`config.mk`:
```
export PLATFORM = sky130hd
export DESIGN_NAME = conv_sched
export DESIGN_NICKNAME = d
export VERILOG_FILES = /design/src/rtl/conv_pkg.sv /design/src/rtl/conv_mac.sv /design/src/rtl/conv_sched.sv
export SDC_FILE = /design/constraint.sdc
export NUM_CORES = 1
export LEC_CHECK = 0
export BUFFER_PORTS_ARGS = -buffer_cell sky130_fd_sc_hd__buf_4
export CAP_MARGIN = 40
export CORE_MARGIN = 1.5
export CORE_UTILIZATION = 56
export CTS_CLUSTER_DIAMETER = 40
export CTS_CLUSTER_SIZE = 20
export DETAILED_ROUTE_END_ITERATION = 12
export PLACE_DENSITY_LB_ADDON = 0.15
export SLEW_MARGIN = 20
export SYNTH_ARGS = -nofsm -noshare
export SYNTH_HDL_FRONTEND = slang
export SYNTH_SLANG_ARGS = --single-unit
```
`constraint.sdc`:
```
create_clock -name clk -period 9.4 [get_ports clk]
set_clock_uncertainty 0.05 [all_clocks]
set_input_delay 2.35 -clock clk [delete_from_list [all_inputs] [get_ports clk]]
set_output_delay 2.35 -clock clk [all_outputs]
set_load 0.01 [all_outputs]
```
`src/rtl/conv_pkg.sv`:
```
// Shared definitions for the image-filter sequencer: FSM encoding, widths,
// tap/output counts and byte-index helpers for the packed image and kernel.
// No logic; imported by conv_mac and conv_sched.
package conv_pkg;

  localparam int PIX_W       = 8;
  localparam int ACC_W       = 20;

  localparam int TAPS22      = 4;
  localparam int TAPS33      = 9;
  localparam int NUM_OUT     = 4;
  localparam int CALC_CYCLES = NUM_OUT * (TAPS22 + TAPS33);

  typedef enum logic [1:0] {
    ST_IDLE = 2'd0,
    ST_LOAD = 2'd1,
    ST_CALC = 2'd2,
    ST_DONE = 2'd3
  } state_t;

  // Bit offset of pixel p(r,c) in the 4x4 image: 8*(4r+c).
  function automatic logic [6:0] pix_idx(input logic [1:0] r, input logic [1:0] c);
    return {r, c, 3'b000};
  endfunction

  // Bit offset of kernel tap k(i,j) in the 3x3 kernel: 8*(3i+j).
  function automatic logic [6:0] ker_idx(input logic [1:0] i, input logic [1:0] j);
    logic [3:0] t;
    t = ({2'b00, i} * 4'd3) + {2'b00, j};
    return {t, 3'b000};
  endfunction

endpackage

```
`src/rtl/conv_mac.sv`:
```
// Single 8x8 multiply-accumulate: combinational product, registered accumulator.
// Latency: res is combinational on the current acc + a*b; acc updates next edge.
// Backpressure: none; advances whenever en is high.
//
// Ports: clk, rst (async active-low), clr (zero acc), en (accumulate this cycle),
//        last (final tap: acc reloads 0), a/b operands, res = fmt(acc + a*b).
// CONV_SAT_EN defined: res saturates to all-ones; undefined: res wraps (low byte).
module conv_mac
  import conv_pkg::*;
#(
  parameter int PIX_W = conv_pkg::PIX_W,
  parameter int ACC_W = conv_pkg::ACC_W
) (
  input  logic             clk,
  input  logic             rst,
  input  logic             clr,
  input  logic             en,
  input  logic             last,
  input  logic [PIX_W-1:0] a,
  input  logic [PIX_W-1:0] b,
  output logic [PIX_W-1:0] res
);

  logic [2*PIX_W-1:0] prod;
  logic [ACC_W-1:0]   acc;
  logic [ACC_W-1:0]   sum;

  always_comb begin
    prod = a * b;
    sum  = acc + ACC_W'(prod);
  end

`ifdef CONV_SAT_EN
  // Any bit above the result byte means the true value exceeds 255.
  always_comb res = ((sum >> PIX_W) != '0) ? '1 : sum[PIX_W-1:0];
`else
  always_comb res = sum[PIX_W-1:0];
`endif

  always_ff @(posedge clk or negedge rst) begin
    if (!rst) begin
      acc <= '0;
    end else if (clr) begin
      acc <= '0;
    end else if (en) begin
      // The finished sum leaves through res; start the next output from zero.
      acc <= last ? '0 : sum;
    end
  end

endmodule

```
`src/rtl/conv_sched.sv`:
```
// Job sequencer: latches a 4x4 image and 3x3 kernel, then runs 2x2/s2 and 3x3/s1
// convolutions on one shared MAC. Latency: done 53 cycles after the start edge.
// Backpressure: none; start is only sampled in IDLE, ignored while busy.
//
// Ports: clk, rst (async active-low), start, data[127:0] image, filter[71:0] kernel,
//        busy, done (1-cycle pulse), state (IDLE/LOAD/CALC/DONE = 0..3),
//        ret22/ret33 result bytes at [8*(2oy+ox)+:8].
// Build option CONV_SAT_EN selects saturating result bytes (see conv_mac).
module conv_sched
  import conv_pkg::*;
#(
  parameter int PIX_W = conv_pkg::PIX_W,
  parameter int ACC_W = conv_pkg::ACC_W
) (
  input  logic               clk,
  input  logic               rst,
  input  logic               start,
  input  logic [16*PIX_W-1:0] data,
  input  logic [9*PIX_W-1:0]  filter,
  output logic               busy,
  output logic               done,
  output logic [1:0]         state,
  output logic [4*PIX_W-1:0] ret22,
  output logic [4*PIX_W-1:0] ret33
);

  state_t st, st_nxt;

  logic [16*PIX_W-1:0] img;
  logic [9*PIX_W-1:0]  ker;

  // phase 0 = ret22, phase 1 = ret33; oidx = {oy, ox}; (ti,tj) = kernel tap.
  logic       phase;
  logic [1:0] oidx;
  logic [1:0] ti, tj;
  logic [3:0] tap;
  logic [5:0] cyc;

  logic       in_calc;
  logic       last_tap;
  logic       calc_end;
  logic [1:0] tj_max;
  logic [1:0] row, col;
  logic [PIX_W-1:0] pix, kv, res;

  always_comb begin
    in_calc  = (st == ST_CALC);
    last_tap = (tap == (phase ? 4'(TAPS33 - 1) : 4'(TAPS22 - 1)));
    tj_max   = phase ? 2'd2 : 2'd1;
    // A single cycle counter ends CALC; it coincides with phase 1's final tap.
    calc_end = in_calc && (cyc == 6'(CALC_CYCLES - 1));
    if (phase) begin
      row = {1'b0, oidx[1]} + ti;
      col = {1'b0, oidx[0]} + tj;
    end else begin
      row = {oidx[1], ti[0]};
      col = {oidx[0], tj[0]};
    end
    pix = img[pix_idx(row, col) +: PIX_W];
    kv  = ker[ker_idx(ti, tj) +: PIX_W];
  end

  always_ff @(posedge clk or negedge rst) begin
    if (!rst) st <= ST_IDLE;
    else      st <= st_nxt;
  end

  always_comb begin
    st_nxt = st;
    case (st)
      ST_IDLE: if (start) st_nxt = ST_LOAD;
      ST_LOAD: st_nxt = ST_CALC;
      ST_CALC: if (calc_end) st_nxt = ST_DONE;
      ST_DONE: st_nxt = ST_IDLE;
      default: st_nxt = ST_IDLE;
    endcase
  end

  always_comb begin
    state = st;
    busy  = (st != ST_IDLE);
    done  = (st == ST_DONE);
  end

  always_ff @(posedge clk or negedge rst) begin
    if (!rst) begin
      img <= '0;
      ker <= '0;
    end else if (st == ST_LOAD) begin
      img <= data;
      ker <= filter;
    end
  end

  always_ff @(posedge clk or negedge rst) begin
    if (!rst) begin
      phase <= 1'b0;
      oidx  <= '0;
      ti    <= '0;
      tj    <= '0;
      tap   <= '0;
      cyc   <= '0;
    end else if (st == ST_LOAD) begin
      phase <= 1'b0;
      oidx  <= '0;
      ti    <= '0;
      tj    <= '0;
      tap   <= '0;
      cyc   <= '0;
    end else if (in_calc) begin
      cyc <= cyc + 6'd1;
      if (last_tap) begin
        ti   <= '0;
        tj   <= '0;
        tap  <= '0;
        oidx <= oidx + 2'd1;
        if (oidx == 2'(NUM_OUT - 1)) phase <= ~phase;
      end else begin
        tap <= tap + 4'd1;
        if (tj == tj_max) begin
          tj <= '0;
          ti <= ti + 2'd1;
        end else begin
          tj <= tj + 2'd1;
        end
      end
    end
  end

  conv_mac #(
    .PIX_W(PIX_W),
    .ACC_W(ACC_W)
  ) u_mac (
    .clk (clk),
    .rst (rst),
    .clr (st == ST_LOAD),
    .en  (in_calc),
    .last(last_tap),
    .a   (pix),
    .b   (kv),
    .res (res)
  );

  always_ff @(posedge clk or negedge rst) begin
    if (!rst) begin
      ret22 <= '0;
      ret33 <= '0;
    end else if (st == ST_LOAD) begin
      ret22 <= '0;
      ret33 <= '0;
    end else if (in_calc && last_tap) begin
      if (phase) ret33[{oidx, 3'b000} +: PIX_W] <= res;
      else       ret22[{oidx, 3'b000} +: PIX_W] <= res;
    end
  end

endmodule
```
## Word-level counts from Yosys, hierarchy flattened

Cells that the tools add are included.

- Output and inout bits: 68
- ROM bits: 0
- Memories: 0
- Register bits: 303
- Memory bits (writable): 0
- Input port bits: 203
- Word-level logic and storage cells: 93
- Latch bits: 0

- Multiplexer cells: 38
- Bitwise operators: 1
- Div/mod/pow operators: 0
- Shift-type cells: 4
- Multipliers: 2
- Equal/unequal tests: 10
- Reduce and logical (&&, ||, !) cells: 16
- Order comparisons: 0
- Add/subtract/negate cells: 10

Operator list:

| operator | number |
|---|---|
| $mux 32 | 6 |
| $shiftx 128x8->8 | 1 |
| $shiftx 72x8->8 | 1 |
| $bwmux 32 | 2 |
| $mux 20 | 3 |
| $mux 2 | 16 |
| $shift 8x7->32 const A | 1 |
| $shiftx 8x7->32 | 1 |
| $add 20x16->20 | 1 |
| $mul 8x8->16 | 1 |
| $mux 4 | 4 |
| $mux 6 | 2 |
| $reduce_bool 2->1 | 6 |
| $reduce_and 2->1 | 5 |
| $pmux 2 s4 | 1 |
| $neg 5->7 | 1 |
| $add 2x1->2 const B | 3 |
| $add 6x1->6 const B | 1 |
| $eq 2x2->1 const B | 3 |
| $eq 6x6->1 const B | 1 |
| $add 1x2->2 | 2 |
| $add 4x1->4 const B | 1 |
| $add 4x2->4 | 1 |
| $eq 4x4->1 | 1 |
| other kinds (11) | 16 |

## Logic depth before layout (Yosys ltp)

Gate-level depths: netlist of run 1.

- Depth in word-level cells: 10
- Gate-level depth with buffers: 26
- Mapped depth without buffers: 25

## Modules after synthesis

Synthesis of run 1 repeated with hierarchy kept, for this count alone.

- Cell total of the unflattened synthesis: 1043
- Area total of the unflattened synthesis: 13932.1 um^2

Modules (own cells, without submodules):

| module | sequential area each (um^2) | area an instance (um^2) | instances | cells each |
|---|---|---|---|---|
| conv_sched | 7081.8 | 12507.0 | 1 | 886 |
| conv_mac | 200.2 | 1425.1 | 1 | 157 |

## Least setup slack after synthesis of run 1

No wires, ideal clock.

- Path kind: reg-to-reg
- From: register ti[0]
- To: register ret22[15]
- Library setup time: 0.095 ns
- Stages on the path, launching flop included: 25
- Setup slack: 2.739 ns
- Data required time: 9.255 ns
- Buffers on the path: 1
- Period minus slack after synthesis: 6.661 ns
- Arrival time: 6.515 ns
- Cell sequence: dfrtp_1 > inv_1 > fa_1 > inv_1 > ha_1 > clkbuf_1 > mux4_2 > mux2_2 > a22o_1 > nand2_1 > fa_1 > inv_1 > fa_1 > ha_1 > inv_1 > fa_1 > inv_1 > fa_1 > a21o_1 > a21oi_1 > xnor2_1 > xnor2_1 > xnor2_1 > xnor3_2 > o31ai_1

- Longest elaborated chain between the ends: 10
- Elaborated cells between the ends (all ways): 13
- Classes of those cells: add/sub (3); mul (2); shift (3); mux (5)

Ends and longest elaborated chain:

| what | RTL line | text |
|---|---|---|
| start, declared | conv_sched.sv:35 | `logic [1:0] ti, tj;` |
| start signal, assigned | conv_sched.sv:122 | `ti <= ti + 2'd1;` |
| $mul 2x2->4 or $add 1x2->2 (tied branches) | conv_pkg.sv:29, conv_sched.sv:53 |  |
| $add 4x2->4 or $mux 2 (tied branches) | conv_pkg.sv:29, conv_sched.sv:52 |  |
| $shiftx 72x8->8 or $shiftx 128x8->8 (tied branches) | conv_sched.sv:60, conv_sched.sv:59 |  |
| $mul 8x8->16 (*) | conv_mac.sv:29 | `prod = a * b;` |
| $add 20x16->20 (*) | conv_mac.sv:30 | `sum = acc + ACC_W'(prod);` |
| $shiftx 8x7->32 (*) | conv_sched.sv:153 | `else ret22[{oidx, 3'b000} +: PIX_W] <= res;` |
| $bwmux 32 (*) | conv_sched.sv:153 |  |
| $mux 32 (*) | conv_sched.sv:152 | `if (phase) ret33[{oidx, 3'b000} +: PIX_W] <= res;` |
| $mux 32 (*) | conv_sched.sv:151 | `end else if (in_calc && last_tap) begin` |
| $mux 32 (*) | conv_sched.sv:148 | `end else if (st == ST_LOAD) begin` |
| end signal, assigned by index | conv_sched.sv:153 |  |
| end, declared | conv_sched.sv:23 | `output logic [4*PIX_W-1:0] ret22,` |

Mark *: on every way between the ends. The rest lies on a longest branch, timed or not. The select of a mux whose other input is x is not followed.
A chain may end at the register's enable or synchronous reset.

## Worst setup path after layout of run 1

- From: register ti[0]
- To: register ret33[15]

- Longest elaborated chain between the ends: 10
- Elaborated cells between the ends (all ways): 13
- Classes of those cells: add/sub (3); mul (2); shift (3); mux (5)

Ends and longest elaborated chain:

| what | RTL line | text |
|---|---|---|
| $mul 2x2->4 or $add 1x2->2 (tied branches) | conv_pkg.sv:29, conv_sched.sv:53 |  |
| $add 4x2->4 or $mux 2 (tied branches) | conv_pkg.sv:29, conv_sched.sv:52 |  |
| $shiftx 72x8->8 or $shiftx 128x8->8 (tied branches) | conv_sched.sv:60, conv_sched.sv:59 |  |
| $mul 8x8->16 (*) | conv_mac.sv:29 |  |
| $add 20x16->20 (*) | conv_mac.sv:30 |  |
| $shiftx 8x7->32 (*) | conv_sched.sv:152 |  |
| $bwmux 32 (*) | conv_sched.sv:152 |  |
| $mux 32 (*) | conv_sched.sv:152 |  |
| $mux 32 (*) | conv_sched.sv:151 |  |
| $mux 32 (*) | conv_sched.sv:148 |  |
| end signal, assigned by index | conv_sched.sv:152 |  |
| end, declared | conv_sched.sv:24 | `output logic [4*PIX_W-1:0] ret33` |

Marked as above.

==> flow_summary_export.csv, run 1 <==
group,metric,value,unit
outcome,outcome,"complete, no violations",
placement,port_buffers,270,
cts,clk_latency,0.52,ns
logic_synthesis,synth_edf_count,0,
global_route,grt_pass1_vias,10167,
sta,min_period,7.42,ns
hold_path,hold_end,"ret33[12]",
drt,wl,34.4,mm
drt,drtIter0Drc,764,
placement,dp.cells,1691,
placement,dp_slack,2.03,ns
logic_synthesis,synth_xor_area_share,1.66,%
sta,setup_tns,0,ns
logic_synthesis,ys_warn_count,0,
sta,max_freq,0.135,GHz
hold_path,min_path_type,"flop to flop",
flow_run,cap_viol_max_count,0,
logic_synthesis,synth-simple-area-share,6.65,%
logic_synthesis,synth_area_leader_cell,"dfrtp_1",
cts,postCtsHoldBufs,0,
sta,slew_violations,0,
critical_path,cp-end-kind,"flop",
global_route,track_usage,26.5,%
final_layout,syn2layout_area_growth,25.5,%
die,core.rowCount,58,
logic_synthesis,yosys.area_share.adder,5.75,%
logic_synthesis,muxShareOfSynthArea,24.2,%
sta,hold_violations,0,
sta,finalSetupViolCount,0,
cts,clockRootBuffer,"clkbuf_16",
sta,setup_ws,1.98,ns
critical_path,regToRegStartpoint,"ti[0]",
global_route,grt-ovfl-total,0,
logic_synthesis,synth_compound_area_share,7.36,%
logic_synthesis,ys_ff_latch,291,
sta,worstMarginPinSlew,0.947,ns
die,coreArea,25200,um2
sta,min_period_over_period,78.9,%
cts,htreeDepth,2,
critical_path,rr_worst_depth,24,
global_route,grt_max_degree,163,
logic_synthesis,yosysMostFrequentCell,"dfrtp_1",
logic_synthesis,syn_nets,1388,
global_route,antenna_found_initial,0,
critical_path,critical_path_class,"flop to flop",
cts,cts_setup_buffers,0,
global_route,grt_pass1_wl,54.2,mm
logic_synthesis,synth_top_flop_cell,"dfrtp_1",
logic_synthesis,ys_seq_area_share,50.7,%
final_layout,n_antenna_cell,0,
die,initial_core_util,57.0,%
critical_path,crit_fanout,10,
final_layout,fin_nets,1658,
die,ios,271,
final_layout,fin_cells,1759,
drt,drt.antenna.violating_nets,0,
critical_path,cp-start-kind,"flop",
drt,post_drt_wl_per_cell,19.6,um
placement,hpwlAfterDp,24.4,mm
drt,drc,0,
sta,maxSlewHeadroom,36.9,%
logic_synthesis,synth_commonest_cells,"dfrtp_1 (291), mux2_2 (221), nand2_1 (143)",
cts,cts_buffers,36,
die,fp.dieH,163,um
final_layout,n_fill_cell,1805,
die,die_area,26600,um2
logic_synthesis,netlist_instances,1131,
critical_path,reg2reg_slack,1.98,ns
cts,cts_tree,"yes",
placement,gp_congestion,0.926,
logic_synthesis,synth_top_family_by_area,"multiplexers",
cts,postCtsResizedCells,0,
die,fp.dieW,163,um
sta,rsz0062_at_grt,"no",
logic_synthesis,synth_area,14400,um2
cts,cts_sinks,291,
drt,firstDrtPassIters,5,
critical_path,r2r_end,"ret33[15]",
sta,whs,0.427,ns
critical_path,crit_required,9.77,ns
logic_synthesis,synth_area_leaders,"dfrtp_1 (51%), mux2_2 (17%), mux4_2 (3.8%), nand2_1 (3.7%), ha_1 (3.0%)",
drt,drt-vias-per-instance,5.60,
hold_path,hp-start,"ret33[12]",
logic_synthesis,avgSynthCellArea,12.7,um2
hold_path,worstHoldPathCells,2,
drt,vias,9846,
cts,cts.path.max_buffers,3,
final_layout,drive_gt1_share,43.2,%
cts,clkTransAtPathRegs,0.06,ns
logic_synthesis,synth_top_area_share,50.7,%
logic_synthesis,async_flop_share,100,%
critical_path,cp.arrival,7.78,ns
logic_synthesis,ys_types,66,
placed cells by master, fill, tap and decap left out, drive strengths merged, types with 20 or more instances in the layout:
| cell type | instances |
|---|---|
| a21oi | 20 |
| buf | 289 |
| clkbuf | 39 |
| dfrtp | 291 |
| fa | 20 |
| ha | 34 |
| inv | 68 |
| mux2 | 221 |
| mux4 | 36 |
| nand2 | 143 |
| o21ai | 78 |
critical path: stages (launching register included):
cell and delay [ns]:
dfrtp_1 0.56, inv_1 0.16, fa_1 0.55, inv_1 0.09, ha_1 0.14, inv_1 0.05, fa_1 0.74, nor4b_4 0.48
a22o_1 0.43, nand2_1 0.12, fa_1 0.49, inv_1 0.05, fa_1 0.45, ha_1 0.29, inv_1 0.05, fa_1 0.52
inv_1 0.07, fa_1 0.45, a21o_1 0.19, a21oi_1 0.18, xnor2_1 0.16, xnor2_1 0.15, xnor2_1 0.16, xnor3_2 0.46
o31ai_1 0.27
how the worst max path moves through the flow:
| stage | end | from | depth (start not counted) | slack [ns] |
|---|---|---|---|---|
| after floorplan | ret22[15] | ti[0] | 24 | 2.74 |
| after detailed placement | ret33[15] | ti[0] | 24 | 2.03 |
| after CTS | ret33[15] | ti[0] | 24 | 1.99 |
| after global routing | ret33[15] | ti[0] | 24 | 1.55 |
| after global placement | ret33[15] | ti[0] | 24 | 2.15 |
| final | ret33[15] | ti[0] | 24 | 1.98 |
routing by layer:
metal	vias to the layer above	track usage (%)	wire length (um)
met4	0	7.55	850
met1	4902	35.2	14500
met5	-	0	0
met2	315	43.2	16700
met3	59	6.68	2370
li1	4570	-	-
layout make-up:
type | instances | area (um2) | area share, %
Tap cell | 330 | 413 | 2.29
Multi-Input combinational cell | 724 | 6570 | 36.5
Clock inverter | 27 | 343 | 1.90
Sequential cell | 291 | 7280 | 40.4
Inverter | 59 | 223 | 1.24
Clock buffer | 39 | 943 | 5.24
Timing Repair Buffer | 289 | 2230 | 12.4
registers in the layout, indices dropped and copies added (netlist names):
register / count
cyc: 6
img: 128
ker: 72
oidx: 2
phase: 1
ret22: 32
ret33: 32
state: 2
tap: 4
ti: 2
tj: 2
u_mac.acc: 8
metrics by stage:
stage                     instance area [um2]  utilization, %
after floorplan                         14400               -
after global placement                  16600            66.0
after detailed placement                16700            66.3
after CTS                               18000            71.4
after global routing                    18000            71.5
final                                   18000            71.5
cells by family after synthesis:
family / Yosys count
AND/OR/NAND/NOR: 214
AO/OA/AOI/OAI: 164
XOR/XNOR: 22
multiplexers: 270
buffers and inverters: 116
adder cells (fa/ha/maj): 54
flip-flops: 291
Power of run 1 is left out: the tool's default activity adds up to more than one toggle a clock period on the data nets, which glitch-free logic cannot reach.
==> run 2, diff against run 1 <==
--- a/config.mk
+++ b/config.mk
@@ -8,7 +8,7 @@
 export BUFFER_PORTS_ARGS = -buffer_cell sky130_fd_sc_hd__buf_4
 export CAP_MARGIN = 40
 export CORE_MARGIN = 1.5
-export CORE_UTILIZATION = 56
+export CORE_UTILIZATION = 51
 export CTS_CLUSTER_DIAMETER = 40
 export CTS_CLUSTER_SIZE = 20
 export DETAILED_ROUTE_END_ITERATION = 12
==> constraint.sdc (replaced) <==
create_clock -name clk -period 6 [get_ports clk]
set_clock_uncertainty 0.05 [all_clocks]
set_input_delay 1.5 -clock clk [delete_from_list [all_inputs] [get_ports clk]]
set_output_delay 1.5 -clock clk [all_outputs]
set_load 0.01 [all_outputs]
==> run 2 against run 1 <==
  * The run now ends with negative setup slack left
  * Utilization is 2.3 points lower
  * Register-to-register slack got worse by 2.3 ns
  * Via count up 3.5%
  * Fmax rose by 17%
  * Critical path depth is 2 higher
  * Critical endpoint is now u_mac.acc[7]
  * Count of clock-buffer cells in the layout increased by 12
  * First-iteration DRC count down 24%
  * Cell area increased by 6.5%
  * Global-route usage shrank 1.5 points
  * Non-clock buffer count increased by 79
==> flow_summary_export.csv, run 2 (synthesis results as in run 1) <==
group,metric,value,unit
final_layout,largest-register,"img",
global_route,grt-ovfl-total,0,
placement,gp_congestion,0.891,
cts,postCtsHoldBufs,0,
global_route,grt_max_degree,167,
sta,worstMarginPinSlew,1.00,ns
critical_path,slowest_stage,"fa_2",
final_layout,final_cell_mix,"buf_4 (355), dfrtp_1 (289), mux2_2 (217), nand2_1 (138), o21ai_0 (70)",
sta,min_period_over_period,106,%
flow_run,cap_viol_max_count,0,
cts,clk_latency,0.53,ns
cts,cts_sinks,291,
drt,drc,0,
final_layout,multi_input_area,6840,um2
cts,clockRootBuffer,"clkbuf_16",
sta,min_period,6.34,ns
sta,finalSetupViolCount,9,
placement,port_buffers,270,
die,fp.dieH,171,um
die,core.rowCount,61,
sta,whs,0.428,ns
cts,cts.path.max_buffers,3,
critical_path,crit_fanout,4,
critical_path,critical_path_class,"flop to flop",
placement,hpwlAfterDp,25.5,mm
drt,firstDrtPassIters,5,
cts,cts_tree,"yes",
global_route,track_usage,25.0,%
critical_path,cp.arrival,6.72,ns
critical_path,cp-end-kind,"flop",
final_layout,syn2layout_area_growth,33.6,%
die,coreArea,27700,um2
critical_path,slowest_delay,0.59,ns
hold_path,min_path_type,"flop to flop",
placement,place_area,17400,um2
final_layout,fin_nets,1744,
die,fp.dieW,171,um
drt,drt-vias-per-instance,5.37,
critical_path,cp_common_cell,"inv_2",
final_layout,reg_top3,"img: 128 flops, ker: 72 flops",
global_route,grt_pass1_wl,56.2,mm
hold_path,worstHoldPathCells,2,
drt,vias,10193,
drt,drtIter0Drc,581,
critical_path,path_depth,26,
sta,maxSlewHeadroom,33.1,%
global_route,grt_pass1_vias,10304,
cts,cts_buffers,42,
critical_path,crit_required,6.38,ns
cts,clkTransAtPathRegs,0.05,ns
drt,post_drt_wl_per_cell,18.9,um
sta,max_freq,0.158,GHz
final_layout,n_fill_cell,2083,
critical_path,rr_worst_depth,26,
cts,htreeDepth,2,
final_layout,mostFrequentLayoutCell,"buf_4",
die,ios,271,
die,die_area,29200,um2
final_layout,post-route-cell-area,19200,um2
sta,slew_violations,0,
critical_path,reg2reg_slack,-0.34,ns
sta,rsz0062_at_grt,"yes",
outcome,violations,"negative setup slack",
outcome,outcome,"complete, but fails checks",
critical_path,cp-start-kind,"flop",
drt,wl,35.8,mm
critical_path,cp_top_family,"adder cells",
drt,drt.antenna.violating_nets,0,
sta,setup_ws,-0.336,ns
final_layout,largest_reg_flops,128,
global_route,antenna_found_initial,0,
critical_path,crit_buf_inv,7,
die,initial_core_util,51.8,%
final_layout,n_antenna_cell,0,
final_layout,drive_gt1_share,49.9,%
sta,hold_violations,0,
final_layout,register_area,7280,um2
run 2: cell types whose count changed in the layout (fill, tap and decap cells not counted), moves of 7 or more:
cell / before / now
inv_2: 2 / 12
buf_12: 2 / 12
buf_4: 283 / 355
clkbuf_16: 37 / 45
inv_1: 56 / 46
clkinv_2: 3 / 10
run 2: path summary, 6_finish.rpt:
path / start / to
max in group asynchronous: rst / img[51]
setup reg to reg: ti[0] / u_mac.acc[7]
min in group asynchronous: rst / ret33[3]
hold / removal: ret33[17] / ret33[17]
setup / recovery: ti[0] / u_mac.acc[7]
hold reg to reg: ret33[17] / ret33[17]
run 2: worst reg2reg max path, cell delays in order, from the launching register on:
cell and delay, ns:
dfrtp_2 0.36, inv_2 0.05, fa_1 0.52, inv_1 0.09
ha_2 0.17, inv_2 0.04, fa_2 0.59, buf_12 0.13
mux4_2 0.28, mux2_4 0.28, a22o_4 0.25, and2_4 0.15
ha_4 0.15, fa_1 0.45, ha_1 0.30, inv_2 0.04
fa_1 0.52, inv_2 0.06, fa_2 0.34, a21o_1 0.20
a21oi_4 0.16, xnor2_2 0.13, xnor2_1 0.10, xnor2_1 0.22
buf_4 0.15, xnor3_2 0.33, o2bb2ai_2 0.17
run 2: layout make-up:
type	instances	area share [%]
clock buffers	51	6.09
clock inverters	27	1.38
inverters	59	1.16
multi-input cells	725	35.7
flip-flops and latches	291	38.0
well taps	378	2.47
repair buffers	368	15.2
run 2: per-layer routing:
layer | GRT usage, % | vias to the layer above | part of all wire, %
met5 | 0 | - | 0
met4 | 6.16 | 0 | 1.8
met3 | 6.13 | 52 | 6.8
met2 | 39.7 | 308 | 48
met1 | 34.5 | 5088 | 43
li1 | - | 4745 | -
run 2: metrics by stage:
| stage | util [%] | TNS, ns | setup WS, ns | std cells |
|---|---|---|---|---|
| after global routing | 69.2 | -5.76 | -0.596 | 1899 |
| after CTS | 68.3 | -2.39 | -0.311 | 1890 |
| after detailed placement | 62.7 | -3.36 | -0.395 | 1806 |
| final | 69.2 | -2.41 | -0.336 | 1899 |
| after floorplan | - | -0.879 | -0.163 | 1131 |
| after global placement | 62.5 | -1.83 | -0.271 | 1798 |
run 2: timing repair:
| action | in CTS | in global routing |
|---|---|---|
| resized for setup | 20 | 44 |
| pin swaps | 27 | 35 |
| buffers inserted | 5 | 10 |
| gates cloned | 1 | 0 |
| setup endpoints to repair | 17 | 17 |
Power of run 2 is left out for the same reason.
